File: src/rtl/pacman_mover.sv
`timescale 1ns/1ps
`default_nettype none
// ============================================================================
// Module   : pacman_mover
// Purpose  : Once-per-frame Pac-Man step engine with tile-map wall queries.
// Revision : 1.0
// ============================================================================
module pacman_mover #(
   parameter int START_X    = 108,
   parameter int START_Y    = 188,
   parameter int TUNNEL_ROW = 14
) (
   input  logic        clk,
   input  logic        reset,
   input  logic        frame_tick,
   input  logic [31:0] control,
   output logic        query_en,
   output logic [4:0]  query_tx,
   output logic [4:0]  query_ty,
   input  logic        wall_hit,
   output logic [7:0]  pac_x,
   output logic [7:0]  pac_y,
   output logic [1:0]  dir,
   output logic        moving,
   output logic [1:0]  anim,
   output logic        overrun
);

   localparam logic [1:0] c_DIR_R      = 2'b00;
   localparam logic [1:0] c_DIR_D      = 2'b01;
   localparam logic [1:0] c_DIR_L      = 2'b10;
   localparam logic [7:0] c_START_X    = 8'(START_X);
   localparam logic [7:0] c_START_Y    = 8'(START_Y);
   localparam logic [5:0] c_TUNNEL_ROW = 6'(TUNNEL_ROW);
   localparam logic [7:0] c_X_MAX      = 8'd223;

   typedef enum logic [2:0] {
      S_IDLE  = 3'd0,
      S_REQ_Q = 3'd1,
      S_REQ_W = 3'd2,
      S_CUR_Q = 3'd3,
      S_CUR_W = 3'd4,
      S_MOVE  = 3'd5
   } state_t;

   typedef struct packed {
      logic       query;
      logic       open;
      logic [4:0] tx;
      logic [4:0] ty;
   } nbr_t;

   function automatic nbr_t f_neighbour(input logic [7:0] x, input logic [7:0] y,
                                        input logic [1:0] d);
      nbr_t       n;
      logic [5:0] tx;
      logic [5:0] ty;
      tx = {1'b0, x[7:3]};
      ty = {1'b0, y[7:3]};
      case (d)
         c_DIR_R: tx = tx + 6'd1;
         c_DIR_D: ty = ty + 6'd1;
         c_DIR_L: tx = tx - 6'd1;
         default: ty = ty - 6'd1;
      endcase
      n.tx    = tx[4:0];
      n.ty    = ty[4:0];
      n.query = (tx <= 6'd27) && (ty <= 6'd30);
      // Off-map neighbours are never queried; only the tunnel row's side exits are open.
      n.open  = !n.query && (ty == c_TUNNEL_ROW);
      return n;
   endfunction

   state_t     state_q;
   logic [7:0] x_q, y_q, x_d, y_d;
   logic [1:0] dir_q, head_q, head_d, req_dir_q, anim_q, step_q;
   logic       moving_q, overrun_q, qen_q;
   logic [4:0] qtx_q, qty_q;
   logic       req_query_q, req_adopt_q, cur_query_q, cur_open_q;

   logic       w_centred, w_ctl_valid, w_pause, w_ctl_reverse, w_ctl_turn;
   logic [1:0] w_ctl_dir;
   nbr_t       w_req_nbr, w_cur_nbr;
   logic       w_unused_ctl;

   assign w_ctl_dir     = control[1:0];
   assign w_ctl_valid   = control[2];
   assign w_pause       = control[3];
   assign w_unused_ctl  = ^control[31:4];
   assign w_centred     = (x_q[2:0] == 3'd4) && (y_q[2:0] == 3'd4);
   assign w_ctl_reverse = w_ctl_valid && (w_ctl_dir == (dir_q ^ 2'b10));
   assign w_ctl_turn    = w_ctl_valid && (w_ctl_dir != dir_q) && !w_ctl_reverse && w_centred;
   assign w_req_nbr     = f_neighbour(x_q, y_q, w_ctl_dir);
   assign w_cur_nbr     = f_neighbour(x_q, y_q, head_d);

   // Heading resolved at the end of the request wait cycle.
   always_comb begin
      head_d = dir_q;
      if (req_adopt_q || (req_query_q && !wall_hit)) begin
         head_d = req_dir_q;
      end
   end

   always_comb begin
      x_d = x_q;
      y_d = y_q;
      case (head_q)
         c_DIR_R: x_d = (x_q == c_X_MAX) ? 8'd0 : x_q + 8'd1;
         c_DIR_D: y_d = y_q + 8'd1;
         c_DIR_L: x_d = (x_q == 8'd0) ? c_X_MAX : x_q - 8'd1;
         default: y_d = y_q - 8'd1;
      endcase
   end

   always_ff @(posedge clk) begin
      if (reset) begin
         state_q     <= S_IDLE;
         x_q         <= c_START_X;
         y_q         <= c_START_Y;
         dir_q       <= c_DIR_L;
         head_q      <= c_DIR_L;
         req_dir_q   <= c_DIR_L;
         anim_q      <= 2'd0;
         step_q      <= 2'd0;
         moving_q    <= 1'b0;
         overrun_q   <= 1'b0;
         qen_q       <= 1'b0;
         qtx_q       <= 5'd0;
         qty_q       <= 5'd0;
         req_query_q <= 1'b0;
         req_adopt_q <= 1'b0;
         cur_query_q <= 1'b0;
         cur_open_q  <= 1'b0;
      end else begin
         if (frame_tick && (state_q != S_IDLE)) begin
            overrun_q <= 1'b1;
         end
         case (state_q)
            S_IDLE: begin
               if (frame_tick) begin
                  if (w_pause) begin
                     moving_q <= 1'b0;
                  end else begin
                     req_dir_q   <= w_ctl_dir;
                     req_adopt_q <= w_ctl_reverse || (w_ctl_turn && w_req_nbr.open);
                     req_query_q <= w_ctl_turn && w_req_nbr.query;
                     qen_q       <= w_ctl_turn && w_req_nbr.query;
                     if (w_ctl_turn && w_req_nbr.query) begin
                        qtx_q <= w_req_nbr.tx;
                        qty_q <= w_req_nbr.ty;
                     end
                     state_q <= S_REQ_Q;
                  end
               end
            end
            S_REQ_Q: begin
               qen_q   <= 1'b0;
               state_q <= S_REQ_W;
            end
            S_REQ_W: begin
               head_q      <= head_d;
               qen_q       <= w_centred && w_cur_nbr.query;
               cur_query_q <= w_centred && w_cur_nbr.query;
               cur_open_q  <= !w_centred || w_cur_nbr.open;
               if (w_centred && w_cur_nbr.query) begin
                  qtx_q <= w_cur_nbr.tx;
                  qty_q <= w_cur_nbr.ty;
               end
               state_q <= S_CUR_Q;
            end
            S_CUR_Q: begin
               qen_q   <= 1'b0;
               state_q <= S_CUR_W;
            end
            S_CUR_W: begin
               if (cur_query_q) begin
                  cur_open_q <= !wall_hit;
               end
               state_q <= S_MOVE;
            end
            S_MOVE: begin
               dir_q    <= head_q;
               moving_q <= cur_open_q;
               if (cur_open_q) begin
                  x_q    <= x_d;
                  y_q    <= y_d;
                  step_q <= step_q + 2'd1;
                  if (step_q == 2'd3) begin
                     anim_q <= anim_q + 2'd1;
                  end
               end
               state_q <= S_IDLE;
            end
            default: state_q <= S_IDLE;
         endcase
      end
   end

   assign query_en = qen_q;
   assign query_tx = qtx_q;
   assign query_ty = qty_q;
   assign pac_x    = x_q;
   assign pac_y    = y_q;
   assign dir      = dir_q;
   assign moving   = moving_q;
   assign anim     = anim_q;
   assign overrun  = overrun_q;

endmodule

`default_nettype wire

File: config.mk
export PLATFORM = sky130hd
export DESIGN_NAME = pacman_mover
export DESIGN_NICKNAME = d
export VERILOG_FILES = /design/src/rtl/pacman_mover.sv
export SDC_FILE = /design/constraint.sdc
export NUM_CORES = 1
export LEC_CHECK = 0
export BUFFER_PORTS_ARGS = -buffer_cell sky130_fd_sc_hd__buf_2
export CORE_ASPECT_RATIO = 1.2
export CORE_MARGIN = 10
export CORE_UTILIZATION = 40
export CTS_CLUSTER_DIAMETER = 60
export CTS_CLUSTER_SIZE = 30
export DETAILED_ROUTE_END_ITERATION = 12
export SLEW_MARGIN = 20
export SYNTH_ARGS = -nofsm -noshare
export SYNTH_HDL_FRONTEND = slang
export SYNTH_SLANG_ARGS = --single-unit
File: constraint.sdc
create_clock -name clk -period 2.92 [get_ports clk]
set_input_delay 0.146 -clock clk [delete_from_list [all_inputs] [get_ports clk]]
set_output_delay 0.146 -clock clk [all_outputs]
set_load 0.1 [all_outputs]
# After elaboration in Yosys (flattened, before gate mapping)
# Index checks and enable logic that the tools add are counted.
word_totals:
  register_bits: 46
  out_inout_bits: 33
  input_bits: 36
  elab_cells: 136
op_classes:
  bitwise: 3
  eq_ne: 25
  n_addsub: 10
  n_reduce_logical: 47
  n_lt_le_gt_ge: 4
  muxes: 30
op_table:
  columns: ["cell", "count"]
  rows:
  - ["case mux 6 bit (2 select lines)", 4]
  - ["2-to-1 mux 5 bit", 8]
  - ["case mux 8 bit (2 select lines)", 2]
  - ["less-or-equal comparator 6 x 5 -> 1 bit, second input constant", 4]
  - ["case mux 5 bit (2 select lines)", 2]
  - ["AND reduction 3 bit", 6]
  - ["adder 8 x 1 -> 8 bit, second input constant", 2]
  - ["2-to-1 mux 8 bit", 2]
  - ["subtractor 8 x 1 -> 8 bit, second input constant", 2]
  - ["case mux 3 bit (5 select lines)", 1]
  - ["logical AND 1 bit", 14]
  - ["adder 5 x 1 -> 6 bit, second input constant", 2]
  - ["== test 3 bit, second input constant", 4]
  - ["== test 6 x 4 -> 1 bit, second input constant", 2]
  - ["!= test 2 bit, second input constant", 6]
  - ["subtractor 5 x 1 -> 6 bit, second input constant", 2]
  - ["== test 2 bit, second input constant", 4]
  - ["== test 8 bit, second input constant", 1]
  - ["zero test 8 bit", 1]
  - ["nonzero test 2 bit", 4]
  - ["OR reduction 2 bit", 4]
  - ["== test 2 x 1 -> 1 bit, second input constant", 3]
  - ["== test 3 x 2 -> 1 bit, second input constant", 2]
  - ["zero test 2 bit", 3]
  - ["other kinds (16)", 34]

# Longest topological paths before layout
# Gate-level depths: netlist of run 1.
depth:
  word_depth: 13
  mapped_depth: 11
  mapped_depth_nobuf: 11

# Worst setup path before layout of run 1
# OpenSTA, ideal clock, no wires.
synth_timing:
  kind: "reg2reg"
  startpoint: "register y_q[4] (netlist: pac_y[4])"
  endpoint: "register qtx_q[0] (netlist: query_tx[0])"
  t_required_ps: 2825
  stages_incl_launch_ff: 12
  period_less_slack_ps: 3353
  path_buffers: 1
  arrival_ps: 3258
  setup_slack_ps: -433
  setup_time_ps: 95
  path_cell_list: "dfxtp_1 -> buf_2 -> inv_1 -> ha_1 -> and4bb_2 -> o21a_1 -> o41ai_1 -> nor4b_4 -> or3_4 -> and4_2 -> a32oi_1 -> o311ai_1"
synth_between:
  elab_chain_cells: 7
  elab_cells_between_ends: 13
  cone_classes: "2 x add/sub; 2 x order compare; 2 x eq/ne; 2 x mux; 5 x reduce/logical"
synth_lines:
  columns: ["element", "line", "source"]
  rows:
  - ["start, declared", "75", "logic [7:0] x_q, y_q, x_d, y_d;"]
  - ["start signal, assigned", "119", "y_q <= c_START_Y;"]
  - ["start signal, assigned", "186", "y_q <= y_d;"]
  - ["subtractor 5 x 1 -> 6 bit or adder 5 x 1 -> 6 bit (tied branches)", "64, 62", null]
  - ["case mux 6 bit (2 select lines)", "60", "case (d)"]
  - ["less-or-equal comparator 6 x 5 -> 1 bit", "68", "n.query = (tx <= 6'd27) && (ty <= 6'd30);"]
  - ["logical AND 1 bit", "68", null]
  - ["logical AND 1 bit, on equally long branches", "165, 148", null]
  - ["!= test 2 bit (no source line)", null, null]
  - ["AND reduction 5 bit (no source line) *", null, null]
  - ["end signal, assigned", "149", "qtx_q <= w_req_nbr.tx;"]
  - ["end signal, assigned", "166", "qtx_q <= w_cur_nbr.tx;"]
  - ["end, declared", "78", "logic [4:0] qtx_q, qty_q;"]
# Every way passes the cells marked *; elsewhere a longest branch is shown, timed or not.
# A chain may end at the register's enable or synchronous reset.

# Worst setup path in the final report of run 1
layout_timing:
  startpoint: "register y_q[4] (netlist: pac_y[4])"
  endpoint: "register qtx_q[2] (netlist: query_tx[2])"
# The elaborated chain is that of the path after synthesis.

==> results of run 1 <==
==> sequential cells by signal (all words and copies together), names as in the netlist, 2 cells and up <==
signal,flops
pac_x,8
pac_y,8
query_tx,5
query_ty,5
state_q,3
anim,2
dir,2
head_q,2
req_dir_q,2
step_q,2
==> what timing repair did <==
item | 4_1_cts | 5_1_grt
hold endpoints to repair | 0 | 0
gates resized for setup | 0 | 3
setup endpoints to repair | 0 | 7
==> placed cells by master, fill, tap and decap left out, types with 6 or more instances in the layout <==
cell type / instances
nand4_1: 6
nor3_1: 18
a211oi_1: 6
ha_1: 14
and3_1: 7
mux2i_1: 12
xor2_1: 9
buf_2: 40
o211ai_1: 15
dfxtp_1: 38
nor2_1: 39
o21ai_0: 23
buf_4: 24
nand2b_1: 7
inv_1: 15
xnor2_1: 23
nand2_1: 47
nand3_1: 28
a21oi_1: 34
dfxtp_2: 7
==> where the power goes <==
part	leakage, nW	internal, mW	switching (mW)
clock network	0.0545	0.227	0.248
logic	1.29	0.121	0.308
registers	0.372	0.655	0.0236
==> per-layer routing <==
metal,vias to the layer above,GRT usage (%)
li1,1815,-
met2,67,26.7
met3,25,3.08
met5,-,0
met4,0,7.17
met1,1730,20.1
==> per-stage QoR <==
stage	util [%]	cells	setup TNS (ns)	cell area [um2]
5_1_grt	46.9	636	0	4210
3_3_place_gp	45.4	628	0	4080
3_5_place_dp	45.4	628	0	4080
4_1_cts	46.7	636	0	4200
2_1_floorplan	-	474	-0.0605	3680
6_report	46.9	636	0	4210
==> critical path, delay by kind of cell, from the launching register on <==
family,cells,cell delay (ns)
adder cells (fa/ha/maj),1,0.22
AND/OR/NAND/NOR,3,0.70
flip-flops,1,0.44
multiplexers,1,0.22
AO/OA/AOI/OAI,3,0.81
buffers and inverters,2,0.25
==> worst max path at each step <==
stage | start | to | slack, ns
2_1_floorplan | pac_x[7] | query_tx[0] | -0.06
3_3_place_gp | pac_y[4] | query_ty[2] | 0.18
3_5_place_dp | pac_y[4] | query_tx[2] | 0.14
4_1_cts | pac_y[4] | query_tx[2] | 0.08
5_1_grt | req_query_q | query_tx[1] | 0.04
6_report | pac_y[4] | query_tx[2] | 0.21
==> layout make-up <==
cell class,instances,share of cell area (%)
multi-input combinational,382,61.2
sequential,46,22.1
timing repair buffer,64,9.03
tap,120,3.56
clock buffer,6,2.23
inverter,16,1.43
clock inverter,2,0.445
==> cells by family (layout without fill, tap and decap cells) <==
group                      count (synthesis)  count (layout)  share of synthesized area [%]
AOI/OAI and AO/OA                        130             130                           24.3
adders and majority gates                 15              15                           5.32
xor gates and xnor gates                  33              33                           8.38
DFF                                       46              46                           25.1
muxes                                     12              12                           3.27
and+or+nand+nor                          192             192                           28.5
buffers and inverters                     46              88                           5.18
==> impl_metrics.env, run 1 <==
export IMPL_outcome="complete, no violations"
export IMPL_post_synth_most_frequent_cells="nand2_1, dfxtp_1, nor2_1, a21oi_1, nand3_1"
export IMPL_place_ws_ns=0.144
export IMPL_drive_gt1_share_pct=19.6
export IMPL_cts_inserted_buffers=5
export IMPL_max_slew_margin_pct=64.6
export IMPL_wl_met1_mm=4.81
export IMPL_area_growth_pct=14.8
export IMPL_ioPinCount=69
export IMPL_highest_layer="met4"
export IMPL_fin_nets=566
export IMPL_wl_met2_mm=5.25
export IMPL_drt_first_pass_iters=5
export IMPL_dpl_hpwl_mm=8.24
export IMPL_core_area_um2=8990
export IMPL_p_leak_nw=1.72
export IMPL_antenna_found_initial=0
export IMPL_port_buffer_count=40
export IMPL_rrSetupSlack_ns=0.21
export IMPL_post_cts_buffers=0
export IMPL_grt_overflow=0
export IMPL_power_mw=1.58
export IMPL_period_share_pct=92.9
export IMPL_ant_nets=0
export IMPL_drv_slew=0
export IMPL_vias=3637
export IMPL_worstMarginPinSlew_ns=0.531
export IMPL_postSynthAreaPerCell_um2=7.74
export IMPL_ys_seq_area_share_pct=25.1
export IMPL_grt_pass1_wl_mm=18.3
export IMPL_crit_slowest_cell="dfxtp_4"
export IMPL_drtIter0Drc=255
export IMPL_path_class="register to register"
export IMPL_clkTransAtPathRegs_ns=0.10
export IMPL_rows=38
export IMPL_finalWorstSetupSlack_ns=0.207
export IMPL_clock_skew_ns=0.00744
export IMPL_whs_ns=0.0972
export IMPL_end_kind="register"
export IMPL_min_delay_path_depth=3
export IMPL_regArea_um2=933
export IMPL_ctsHoldBuffers=0
export IMPL_drt_total_wl_mm=10.9
export IMPL_synth_edf_count=0
export IMPL_worstSkewPairLatency_ns=0.31
export IMPL_finalHoldViolCount=0
export IMPL_ir_worst_vdd_mv=0.184
export IMPL_initial_core_util_pct=40.9
export IMPL_synth_most_common_cell="nand2_1"
export IMPL_async_flop_share_pct=0
export IMPL_grt_usage_pct=16.3
export IMPL_met3_length_um=482
export IMPL_place_gp_congestion=0.864
export IMPL_clkSinkCount=46
export IMPL_cp_cell_sequence="inv_1 > ha_1 > and4bb_2 > o21a_1 > o41ai_2 > nor4b_4 > nor3_1 > buf_4 > a21oi_4 > mux2i_1"
export IMPL_cts_root_buffer_cell="clkbuf_8"
export IMPL_clock_path_buffers=2
export IMPL_hold_start="frame_tick"
export IMPL_crit_arrival_ns=2.96
export IMPL_n_fill_cell=922
export IMPL_reg2regPathDepth=10
export IMPL_r2r_end="query_tx[2]"
export IMPL_synth_top_cell_by_area="dfxtp_1"
export IMPL_drc=0
export IMPL_critPathMaxFanout=12
export IMPL_syn_num_nets=525
export IMPL_slowest_delay_ns=0.44
export IMPL_fmax_mhz=369
export IMPL_htreeDepth=2
export IMPL_syn_area_um2=3670
export IMPL_synth_seq_cells=46
export IMPL_hold_path_end="overrun"
export IMPL_r2r_start="pac_y[4]"
export IMPL_setup_viol=0
export IMPL_cts_tree="built"
export IMPL_post_route_min_period_ns=2.71
export IMPL_die_x_um=107
export IMPL_cp_start_kind="register"
export IMPL_required_ns=3.17
export IMPL_first_global_vias=3614
export IMPL_cap_violations=0
export IMPL_yosysUniqueCellTypes=77
export IMPL_hold_class="primary input to register"
export IMPL_syn_instance_count=474
export IMPL_vias_per_cell=5.72
export IMPL_synth_top_area_share_pct=25.1
export IMPL_diodes=0
export IMPL_synth_area_leaders="dfxtp_1, xnor2_1, nand2_1"
export IMPL_die_area_um2=13400
export IMPL_rsz0062_at_grt="false"
export IMPL_die_y_um=125
export IMPL_multi_input_area_um2=2580
export IMPL_grt_max_degree=31
export IMPL_yosys_warnings=0
export IMPL_powerDensity_nw_per_um2=376
export IMPL_synth_ff_type="dfxtp_1"
export IMPL_wire_per_inst_um=17.1
Note: power is estimated with default switching activity, not from simulation.
==> run 2, diff against run 1 <==
- CAP_MARGIN: unset -> 20
- GPL_TIMING_DRIVEN: unset -> 0
==> run 2 against run 1 <==
Against the previous run: sequential cell count is the same; worst hold slack got worse by 0.0012 ns; clock skew shrank 0.0013 ns; sequential power hardly changed; non-clock buffer count is 4 higher; wire length rose by 4.3%; final area shrank 1.0%; fmax decreased by 2.9%; global-route usage rose by 0.50 points; critical path type unchanged; critical endpoint is now query_tx[0]; largest power group unchanged; highest routed layer unchanged.
==> impl_metrics.env, run 2 (same netlist as run 1, synthesis figures left out) <==
export IMPL_hold_start="frame_tick"
export IMPL_crit_arrival_ns=3.03
export IMPL_setup_viol=0
export IMPL_ioPinCount=69
export IMPL_path_class="register to register"
export IMPL_rows=38
export IMPL_die_area_um2=13400
export IMPL_p_leak_nw=1.66
export IMPL_htreeDepth=2
export IMPL_dpl_hpwl_mm=8.74
export IMPL_grt_max_degree=15
export IMPL_post_route_util_pct=46.4
export IMPL_cp_startpoint="pac_y[3]"
export IMPL_port_buffer_count=40
export IMPL_post_route_min_period_ns=2.79
export IMPL_grt_pass1_wl_mm=18.5
export IMPL_ant_nets=0
export IMPL_drc=0
export IMPL_clkTransAtPathRegs_ns=0.09
export IMPL_fin_nets=570
export IMPL_r2r_start="pac_y[3]"
export IMPL_n_fill_cell=941
export IMPL_outcome="complete, no violations"
export IMPL_end_kind="register"
export IMPL_cts_inserted_buffers=5
export IMPL_ctsHoldBuffers=0
export IMPL_worstSkewPairLatency_ns=0.32
export IMPL_antenna_found_initial=0
export IMPL_fin_area_um2=4170
export IMPL_period_share_pct=95.7
export IMPL_cp_start_kind="register"
export IMPL_ir_worst_vdd_mv=0.148
export IMPL_cap_violations=0
export IMPL_crit_slowest_cell="dfxtp_2"
export IMPL_die_x_um=107
export IMPL_rsz0062_at_grt="true"
export IMPL_place_gp_congestion=0.942
export IMPL_clkSinkCount=46
export IMPL_die_y_um=125
export IMPL_wire_per_inst_um=17.8
export IMPL_finalHoldViolCount=0
export IMPL_cp_cell_sequence="inv_1 > ha_1 > and4bb_2 > o21a_1 > o41ai_4 > nor4b_4 > or3_4 > and4_2 > a32oi_1 > o311ai_1"
export IMPL_drv_slew=0
export IMPL_power_mw=1.52
export IMPL_grt_usage_pct=16.8
export IMPL_powerDensity_nw_per_um2=365
export IMPL_first_global_vias=3576
export IMPL_whs_ns=0.0960
export IMPL_vias_per_cell=5.80
export IMPL_place_inst=634
export IMPL_cts_tree="built"
export IMPL_drt_first_pass_iters=5
export IMPL_initial_core_util_pct=40.9
export IMPL_clock_skew_ns=0.00616
export IMPL_hold_class="primary input to register"
export IMPL_finalWorstSetupSlack_ns=0.126
export IMPL_drt_total_wl_mm=11.4
export IMPL_diodes=0
export IMPL_drive_gt1_share_pct=17.1
export IMPL_instances_no_fill=640
export IMPL_max_slew_margin_pct=50.6
export IMPL_area_growth_pct=13.6
export IMPL_clock_path_buffers=2
export IMPL_place_ws_ns=-0.247
export IMPL_worstMarginPinSlew_ns=0.741
export IMPL_core_area_um2=8990
export IMPL_critPathMaxFanout=10
export IMPL_drtIter0Drc=267
export IMPL_tns_ns=0
export IMPL_slowest_delay_ns=0.46
export IMPL_grt_overflow=0
export IMPL_fmax_mhz=358
export IMPL_required_ns=3.15
export IMPL_cts_root_buffer_cell="clkbuf_8"
export IMPL_placedInstanceArea_um2=4030
export IMPL_vias=3715
export IMPL_layout_common_cells="nand2_1, buf_2, nor2_1"
export IMPL_final_common_cell="nand2_1"
[run 2: cell count changes in the layout (fill, tap and decap cells not counted), moves of 2 or more]
| cell | change |
|---|---|
| buf_2 | +4 |
| buf_4 | -22 |
| clkbuf_1 | +20 |
| nor3_1 | -2 |
| nor3_2 | +2 |
[run 2: layout make-up]
cell class,count,area (um2),area share (%)
Buffer,27,119,2.85
Tap cell,120,150,3.60
Clock buffer,6,72.6,1.74
Timing Repair Buffer,41,208,4.98
Inverter,16,60.1,1.44
Multi-Input combinational cell,382,2610,62.6
Sequential cell,46,935,22.4
Clock inverter,2,13.8,0.330
[run 2: where the power goes]
group	internal, mW	total (mW)	switching [mW]	leakage [nW]
Clock	0.170	0.412	0.242	0.0452
Sequential	0.655	0.680	0.0251	0.372
Combinational	0.117	0.432	0.315	1.25
Total	0.942	1.52	0.582	1.66
[run 2: per-layer routing]
| metal | vias to the layer above | global-route usage [%] | part of all wire [%] |
|---|---|---|---|
| met5 | - | 0 | 0 |
| met4 | 0 | 6.61 | 2.9 |
| met3 | 22 | 3.49 | 5.0 |
| met2 | 93 | 28.5 | 50 |
| met1 | 1770 | 20.0 | 42 |
| li1 | 1830 | - | - |
[run 2: path summary, 6_finish.rpt]
kind	endpoint	slack [ns]	depth (start not counted)
setup reg to reg	query_tx[0]	0.13	10
hold reg to reg	query_tx[3]	0.46	2
hold / removal	overrun	0.1	3
setup / recovery	query_tx[0]	0.13	10
[run 2: critical path: cells and delay by family (launching register included)]
kind	cells	cell delay [ns]
simple gates	4	1.10
fa+ha+maj	1	0.25
compound gates	4	0.80
flops	1	0.46
buf+inv	1	0.10
[run 2: repair_timing]
item                       CTS  global route
buffers inserted             0             1
setup endpoints to repair   14            13
gates resized for setup      5             7
==> run 3, diff against run 2 <==
--- a/config.mk
+++ b/config.mk
@@ -11,5 +11,5 @@
 export CORE_MARGIN = 10
 export CORE_UTILIZATION = 40
-export CTS_CLUSTER_DIAMETER = 60
+export CTS_CLUSTER_DIAMETER = 200
 export CTS_CLUSTER_SIZE = 30
 export DETAILED_ROUTE_END_ITERATION = 12
==> constraint.sdc (replaced) <==
create_clock -name clk -period 2.92 [get_ports clk]
set_input_delay 0.146 -clock clk [delete_from_list [all_inputs] [get_ports clk]]
set_output_delay 0.146 -clock clk [all_outputs]
set_load 0.005 [all_outputs]
==> run 3 against run 2 <==
Against the previous run: sequential share of layout area down 0.68 points; count of clock-buffer cells in the layout shrank 1; clock skew up 0.0049 ns; first-iteration DRC count is 15% lower; critical path depth rose by 1; global-route usage down 0.11 points; combinational power fell by 26%; worst hold slack better by 0.024 ns; cell count grew 0.63%.
==> impl_metrics.env, run 3 (same netlist as run 1, synthesis figures left out) <==
export IMPL_outcome="complete, no violations"
export IMPL_vias=3679
export IMPL_placedInstanceArea_um2=4020
export IMPL_layout_common_cells="nand2_1, buf_2, dfxtp_1"
export IMPL_hold_start="frame_tick"
export IMPL_place_gp_congestion=0.904
export IMPL_cp_start_kind="register"
export IMPL_drt_first_pass_iters=5
export IMPL_die_area_um2=13400
export IMPL_diodes=0
export IMPL_finalHoldViolCount=0
export IMPL_setup_viol=0
export IMPL_drt_total_wl_mm=11.2
export IMPL_grt_usage_pct=16.7
export IMPL_drive_gt1_share_pct=18.1
export IMPL_end_kind="register"
export IMPL_die_x_um=107
export IMPL_initial_core_util_pct=40.9
export IMPL_cts_inserted_buffers=5
export IMPL_fin_nets=574
export IMPL_rows=38
export IMPL_drtIter0Drc=228
export IMPL_worstMarginPinSlew_ns=0.715
export IMPL_max_slew_margin_pct=52.3
export IMPL_grt_overflow=0
export IMPL_crit_arrival_ns=2.97
export IMPL_rsz0062_at_grt="false"
export IMPL_htreeDepth=2
export IMPL_drc=0
export IMPL_antenna_found_initial=0
export IMPL_die_y_um=125
export IMPL_worstSkewPairLatency_ns=0.32
export IMPL_ant_nets=0
export IMPL_clock_path_buffers=2
export IMPL_n_fill_cell=926
export IMPL_powerDensity_nw_per_um2=354
export IMPL_cts_tree="built"
export IMPL_r2r_start="pac_x[3]"
export IMPL_final_common_cell="nand2_1"
export IMPL_ir_worst_vdd_mv=0.171
export IMPL_grt_max_degree=16
export IMPL_cts_root_buffer_cell="clkbuf_8"
export IMPL_cap_violations=0
export IMPL_p_leak_nw=1.70
export IMPL_path_class="register to register"
export IMPL_required_ns=3.11
export IMPL_hold_class="primary input to register"
export IMPL_core_area_um2=8990
export IMPL_wire_per_inst_um=17.4
export IMPL_ctsHoldBuffers=0
export IMPL_min_delay_path_depth=3
export IMPL_drv_slew=0
export IMPL_fin_area_um2=4250
export IMPL_port_buffer_count=40
export IMPL_grt_pass1_wl_mm=18.3
export IMPL_clock_skew_ns=0.0111
export IMPL_clkTransAtPathRegs_ns=0.10
export IMPL_dpl_hpwl_mm=8.63
export IMPL_clkSinkCount=46
export IMPL_cp_startpoint="pac_x[3]"
export IMPL_critPathMaxFanout=10
export IMPL_reg2regPathDepth=11
export IMPL_vias_per_cell=5.71
export IMPL_post_route_min_period_ns=2.77
export IMPL_period_share_pct=95.0
export IMPL_post_route_util_pct=47.3
export IMPL_area_growth_pct=15.9
export IMPL_ioPinCount=69
export IMPL_first_global_vias=3568
export IMPL_fmax_mhz=361
[run 3: where the power goes]
group,switching [mW],internal [mW],total (mW),leakage (nW)
Sequential,0.0255,0.656,0.682,0.373
Clock,0.249,0.255,0.504,0.0504
Combinational,0.192,0.126,0.318,1.28
[run 3: area by class of cell]
| cell class | instances | area, um2 | area share (%) |
|---|---|---|---|
| multi-input cells | 382 | 2630 | 61.9 |
| repair buffers | 44 | 243 | 5.71 |
| inverters | 16 | 60.1 | 1.41 |
| well taps | 120 | 150 | 3.53 |
| plain buffers | 28 | 129 | 3.03 |
| clock buffers | 5 | 68.8 | 1.62 |
| flip-flops and latches | 46 | 925 | 21.7 |
| clock inverters | 3 | 45.0 | 1.06 |
[run 3: path summary, 6_finish.rpt]
| path | endpoint | slack (ns) |
|---|---|---|
| worst min-delay path | overrun | 0.12 |
| worst max-delay path | query_tx[0] | 0.15 |
| worst min register to register | query_tx[1] | 0.46 |
| worst max register to register | query_tx[0] | 0.15 |
[run 3: timing repair]
action / in CTS / in global routing
hold endpoints to repair: 0 / 0
resized for setup: 9 / 13
buffers inserted: 4 / 0
pin swaps: 1 / 2
endpoints found under the setup margin: 13 / 14
[run 3: metal layers]
layer | share of wire, % | up-vias | track usage, %
li1 | - | 1844 | -
met1 | 43 | 1711 | 19.8
met2 | 49 | 99 | 28.0
met3 | 4.7 | 25 | 3.34
met4 | 3.2 | 0 | 7.56
met5 | 0 | - | 0
[run 3: critical path, cell delays in order (launching register included)]
cell and delay [ns]:
dfxtp_1 0.34, clkbuf_2 0.19, inv_1 0.21, ha_2 0.29
nand4bb_1 0.14, a21oi_2 0.23, xnor2_1 0.14, nor3_1 0.10
or3_4 0.43, and4_2 0.28, a32oi_1 0.20, o311ai_1 0.11
[run 3: through the flow]
stage	total power [mW]	hold WS, ns	worst slack [ns]	std cells	setup TNS [ns]
floorplan	0.901	0.285	0.354	474	0
global placement	0.993	0.409	-0.191	634	-1.83
detailed placement	0.995	0.452	-0.243	634	-2.35
CTS	1.51	0.111	0.00478	645	0
global route	1.57	0.122	0.00686	644	0
finish	1.50	0.120	0.146	644	0
